[config.mk]
export PLATFORM = sky130hd
export DESIGN_NAME = mem_port_arbiter
export DESIGN_NICKNAME = d
export VERILOG_FILES = /design/src/rtl/mem_port_arbiter.sv
export SDC_FILE = /design/constraint.sdc
export NUM_CORES = 1
export LEC_CHECK = 0
export CORE_AREA = 2 2 90 92
export CTS_CLUSTER_DIAMETER = 50
export DETAILED_ROUTE_END_ITERATION = 12
export DIE_AREA = 0 0 92 94
export PLACE_DENSITY = 0.79
export SYNTH_ARGS = -nofsm -noshare
export SYNTH_HDL_FRONTEND = slang
export SYNTH_SLANG_ARGS = --single-unit
[constraint.sdc]
create_clock -name clk -period 2.1 [get_ports clk]
set_input_delay 0.42 -clock clk [delete_from_list [all_inputs] [get_ports clk]]
set_output_delay 0.42 -clock clk [all_outputs]
set_load 0.02 [all_outputs]
[src/rtl/mem_port_arbiter.sv]
// rtl/mem_port_arbiter.sv - fetch/data arbiter in front of one single-ported memory
//
// Ports:
//   clk, rst                  clock, synchronous active-high reset
//   if_req/if_addr/flush      fetch request (read-only), PC redirect
//   if_rdata/if_valid/if_stall fetch response and pipeline stall
//   dm_req/dm_we/dm_addr/dm_wdata  data request (load/store)
//   dm_rdata/dm_valid/dm_stall     data response and pipeline stall
//   mem_en/mem_we/mem_addr/mem_wdata  memory command, held until mem_ready
//   mem_rdata/mem_ready       memory response
module mem_port_arbiter #(
    parameter int DATA_W        = 16,
    parameter int ADDR_W        = 16,
    parameter int MAX_DM_STREAK = 4
) (
    input  logic              clk,
    input  logic              rst,
    input  logic              if_req,
    input  logic [ADDR_W-1:0] if_addr,
    input  logic              flush,
    output logic [DATA_W-1:0] if_rdata,
    output logic              if_valid,
    output logic              if_stall,
    input  logic              dm_req,
    input  logic              dm_we,
    input  logic [ADDR_W-1:0] dm_addr,
    input  logic [DATA_W-1:0] dm_wdata,
    output logic [DATA_W-1:0] dm_rdata,
    output logic              dm_valid,
    output logic              dm_stall,
    output logic              mem_en,
    output logic              mem_we,
    output logic [ADDR_W-1:0] mem_addr,
    output logic [DATA_W-1:0] mem_wdata,
    input  logic [DATA_W-1:0] mem_rdata,
    input  logic              mem_ready
);

    typedef enum logic [1:0] {IDLE, IF_BUSY, DM_BUSY} state_t;

    localparam int SW = $clog2(MAX_DM_STREAK + 1);
    localparam logic [SW-1:0] STREAK_MAX = SW'(MAX_DM_STREAK);

    state_t            state, state_d;
    logic [SW-1:0]     streak, streak_d;
    logic              discard, discard_d;
    logic              mem_en_d, mem_we_d;
    logic [ADDR_W-1:0] mem_addr_d;
    logic [DATA_W-1:0] mem_wdata_d, if_rdata_d, dm_rdata_d;
    logic              if_valid_d, dm_valid_d;

    // A requester whose valid is high this cycle still shows its old req,
    // so it must not be re-granted.
    logic if_live, dm_live, if_elig, grant_if, grant_dm;
    assign if_live  = if_req & ~if_valid;
    assign dm_live  = dm_req & ~dm_valid;
    assign if_elig  = if_live & ~flush;
    assign grant_if = (state == IDLE) & if_elig & (~dm_live | (streak == STREAK_MAX));
    assign grant_dm = (state == IDLE) & dm_live & ~grant_if;

    assign if_stall = if_req & ~if_valid;
    assign dm_stall = dm_req & ~dm_valid;

    always_comb begin
        state_d     = state;
        streak_d    = streak;
        discard_d   = discard;
        mem_en_d    = mem_en;
        mem_we_d    = mem_we;
        mem_addr_d  = mem_addr;
        mem_wdata_d = mem_wdata;
        if_rdata_d  = if_rdata;
        dm_rdata_d  = dm_rdata;
        if_valid_d  = 1'b0;
        dm_valid_d  = 1'b0;
        case (state)
            IDLE: begin
                if (grant_if) begin
                    state_d    = IF_BUSY;
                    mem_en_d   = 1'b1;
                    mem_we_d   = 1'b0;
                    mem_addr_d = if_addr;
                    streak_d   = '0;
                end else if (grant_dm) begin
                    state_d     = DM_BUSY;
                    mem_en_d    = 1'b1;
                    mem_we_d    = dm_we;
                    mem_addr_d  = dm_addr;
                    mem_wdata_d = dm_wdata;
                    // Only count data grants that actually kept a fetch waiting.
                    if (if_live)
                        streak_d = (streak == STREAK_MAX) ? streak : streak + SW'(1);
                    else
                        streak_d = '0;
                end
            end
            IF_BUSY: begin
                if (mem_ready) begin
                    state_d   = IDLE;
                    mem_en_d  = 1'b0;
                    mem_we_d  = 1'b0;
                    discard_d = 1'b0;
                    // A redirect during or at completion turns the fetch stale.
                    if (!discard && !flush) begin
                        if_valid_d = 1'b1;
                        if_rdata_d = mem_rdata;
                    end
                end else if (flush) begin
                    discard_d = 1'b1;
                end
            end
            DM_BUSY: begin
                if (mem_ready) begin
                    state_d    = IDLE;
                    mem_en_d   = 1'b0;
                    mem_we_d   = 1'b0;
                    dm_valid_d = 1'b1;
                    if (!mem_we)
                        dm_rdata_d = mem_rdata;
                end
            end
            default: state_d = IDLE;
        endcase
    end

    always_ff @(posedge clk) begin
        if (rst) begin
            state     <= IDLE;
            streak    <= '0;
            discard   <= 1'b0;
            mem_en    <= 1'b0;
            mem_we    <= 1'b0;
            mem_addr  <= '0;
            mem_wdata <= '0;
            if_rdata  <= '0;
            dm_rdata  <= '0;
            if_valid  <= 1'b0;
            dm_valid  <= 1'b0;
        end else begin
            state     <= state_d;
            streak    <= streak_d;
            discard   <= discard_d;
            mem_en    <= mem_en_d;
            mem_we    <= mem_we_d;
            mem_addr  <= mem_addr_d;
            mem_wdata <= mem_wdata_d;
            if_rdata  <= if_rdata_d;
            dm_rdata  <= dm_rdata_d;
            if_valid  <= if_valid_d;
            dm_valid  <= dm_valid_d;
        end
    end

endmodule

==> key figures <==
Outcome
  – Status: completed

Worst hold path
  – Type of the tightest min-delay check: register to register
  – Worst hold path depth: 2
  – Hold Startpoint: dm_rdata[4]$_SDFFE_PP0P_
  – Worst hold path endpoint: dm_rdata[4]$_SDFFE_PP0P_

Routing
  – Routed WL per cell: 13.63 um
  – Final WL: 8.356 mm
  – DRT iter0 DRCs: 84
  – Drt drc: 0
  – DR vias/cell: 4.772
  – Routed via count: 2925
  – Post-DRT Antenna Nets: 0
  – DR pass1 iterations: 4

Flow run
  – Max-Cap Viols: 0

Worst setup path
  – Buf/Inv on CP: 2
  – Critical R2R Capture: streak[2]$_SDFFE_PP0P_
  – Crit path DAT: 1.42 ns
  – R2R Setup Slk: 0.31 ns
  – Cells on worst reg2reg path: 6
  – Slowest CP cell: clkdlybuf4s50_1
  – Kind of cell with the highest combined delay on the critical path: buffers and inverters
  – Crit-path max cell delay: 0.47 ns
  – Critical Path, Cell by Cell: clkdlybuf4s50_1 > nor2b_1 > dlygate4sd2_1
  – Worst reg2reg startpoint: state[0]$_SDFFE_PP0P_
  – Worst setup EP type: output pin
  – Worst setup SP type: input port
  – Worst Path Required: 1.68 ns
  – Worst setup path category: input port to output pin
  – Maximum fanout along the worst path: 2

Layout
  – Most frequent cells in the layout: clkdlybuf4s50_1 (137), nand2_1 (131), dfxtp_1 (74)
  – Most common cell after layout, fill and taps aside: clkdlybuf4s50_1
  – Antenna diode count: 0
  – Layout cells sized above 1: 11.15%
  – P&R area growth vs syn: 56.60%
  – Nets: 583

Timing
  – Tcrit/Tclk final: 87.45%
  – Final Hold Vio Count: 0
  – Slew margin rel.: 66.54%
  – Clock skew: 0.01415 ns
  – Post-Route Setup TNS: 0 ns
  – Max-slew violations: 0
  – Fin crit period: 1.836 ns
  – Setup ws final: 0.2636 ns
  – Hold_ws: 0.4548 ns
  – Fmax: 0.5445 GHz
  – RSZ-0062 raised after global routing: no
  – Worst Tran Pin Value: 0.5019 ns
  – Final setup vio count: 0

Floorplanning
  – Die area: 8648 um2
  – Chip Height: 94 um
  – Starting density of the core: 40.02%
  – Num rows: 32
  – Boundary Pins: 141
  – Core Box Area: 7607 um2
  – Die X: 92 um

CTS
  – Clock root buffer master: clkbuf_8
  – Num CTS Buffers: 9
  – Cts hold-fix bufs: 0
  – H-tree levels: 3
  – Clock buffer depth: 2
  – TritonCTS clock tree: built
  – Clock latency on the worst-skew pair: 0.34 ns
  – Clk slew on worst S/H paths: 0.07 ns
  – Clock Sinks: 74

Pwr
  – Clk pwr share: 29.9%
  – Pwr Density: 695.2 nW/um2
  – Peak VDD IR: 0.3395 mV
  – Switching share of total power: 29.12%
  – Flop pwr share: 46.5%
  – Psw: 0.0009653 W
  – Leak: 1.714 nW
  – P_int: 0.002349 W
  – Comb power frac: 23.6%

GRT
  – Vias in the first global route: 2940
  – Pin count of the biggest net entering global routing: 39
  – GR Overflow Total: 0
  – Initial antenna violation count: 0
  – Gr usage total: 19.88%
  – First-pass GRT wire length: 13.79 mm

Yosys
  – Seq/Total Area, Yosys: 48.66%
  – Syn nets: 439
  – Synth warn: 0
  – Synthesized area per cell: 8.409 um2
  – Cell area after synthesis: 3044 um2
  – Cells after synthesis: 362
  – #FFs+latches synth: 74
  – Synth unique cells: 33

Placed design
  – Setup slack at placement: -0.01109 ns
  – Routability Congestion: 0.8252
  – DP HPWL: 6.098 mm
  – Port buffer count: 140
Yosys cell counts:
| cell | instances | area share, % |
|---|---|---|
| o21ai_1 | 1 | 0.16 |
| nor4_1 | 1 | 0.21 |
| or3_1 | 1 | 0.21 |
| buf_2 | 2 | 0.33 |
| a311oi_2 | 17 | 8.4 |
| o21ai_0 | 1 | 0.16 |
| nand3b_2 | 1 | 0.37 |
| nand4bb_4 | 1 | 0.90 |
| nor2_1 | 22 | 2.7 |
| ha_1 | 6 | 2.5 |
| dfxtp_1 | 74 | 49 |
| o21ai_2 | 1 | 0.29 |
| nand4b_1 | 1 | 0.29 |
| a221o_1 | 1 | 0.33 |
| buf_4 | 3 | 0.74 |
| nor2b_1 | 3 | 0.62 |
| a21o_1 | 2 | 0.49 |
| and3b_1 | 1 | 0.29 |
| nand4_1 | 1 | 0.21 |
| nor3_2 | 1 | 0.33 |
| nor4b_1 | 1 | 0.29 |
| o21a_4 | 1 | 0.49 |
| nor3b_1 | 1 | 0.25 |
| o22ai_1 | 1 | 0.21 |
| or2_2 | 2 | 0.41 |
| nand2b_1 | 4 | 0.82 |
| a211oi_1 | 2 | 0.49 |
| and4b_1 | 1 | 0.33 |
| clkbuf_1 | 15 | 1.8 |
| inv_1 | 6 | 0.74 |
| nand2_1 | 131 | 16 |
| a21oi_1 | 53 | 8.7 |
| buf_6 | 3 | 1.1 |
cell type report:
class | instances | area [um2]
fillers | 652 | 2840
repair buffers | 156 | 1539
flip-flops and latches | 74 | 1481
multi-input cells | 259 | 1418
clock buffers | 10 | 137.6
well taps | 102 | 127.6
clock inverters | 6 | 41.29
inverters | 6 | 22.52
worst register-to-register path, delay by kind of cell, from the launching register on:
kind / cells / cell delay [ns]
AO/OA/AOI/OAI: 2 / 0.54
buffers and inverters: 2 / 0.27
adder cells (fa/ha/maj): 1 / 0.35
flip-flops: 1 / 0.33
AND/OR/NAND/NOR: 1 / 0.20
worst max-delay path by stage:
stage	start	endpoint	slack [ns]	cells after the start
finish	if_req	if_stall	0.26	3
global route	if_req	if_stall	0.17	3
CTS	if_req	if_stall	0.26	3
detailed placement	if_req	if_stall	-0.01	3
global placement	if_req	if_stall	0.02	3
floorplan	state[0]$_SDFFE_PP0P_	mem_addr[5]$_SDFFE_PP0P_	0.47	8
per-layer routing:
layer | up-vias | wire [um] | track usage (%)
li1 | 1495 | - | -
met1 | 1324 | 3524 | 23.13
met2 | 86 | 4060 | 33.52
met3 | 20 | 526 | 5.939
met4 | 0 | 245 | 9.577
met5 | - | 0 | 0
power groups by stage:
stage,sequential [W],clock (W),combinational [W]
2_1_floorplan,0.00167,0,0.000301
4_1_cts,0.00154,0.00103,0.000791
6_report,0.00154,0.000992,0.000782
3_5_place_dp,0.00157,0,0.000788
5_1_grt,0.00155,0.00109,0.000845
3_3_place_gp,0.00157,0,0.000780
flip-flops by register name, indices dropped and copies added (netlist names):
register and flops:
state 2, dm_valid 1, streak 3, mem_wdata 16
mem_addr 16, if_valid 1, mem_we 1, dm_rdata 16
mem_en 1, discard 1, if_rdata 16
what timing repair did:
item	in CTS	in global routing
setup buffers	0	0
resized for setup	2	0
endpoints found under the setup margin	2	0
logic make-up after synthesis:
kind of cell / share of synthesized area (%)
AND/OR/NAND/NOR: 24.37
flip-flops: 48.66
AO/OA/AOI/OAI: 19.73
adder cells (fa/ha/maj): 2.466
buffers and inverters: 4.767
per-stage QoR:
step	instance area (um2)	util, %	instances	total power, W
2_1_floorplan	3044	-	362	0.001970
3_3_place_gp	4591	60.35	597	0.002347
3_5_place_dp	4591	60.35	597	0.002360
4_1_cts	4767	62.66	613	0.003362
5_1_grt	4767	62.66	613	0.003489
6_report	4767	62.66	613	0.003314
(Power assumes the default switching activity.)
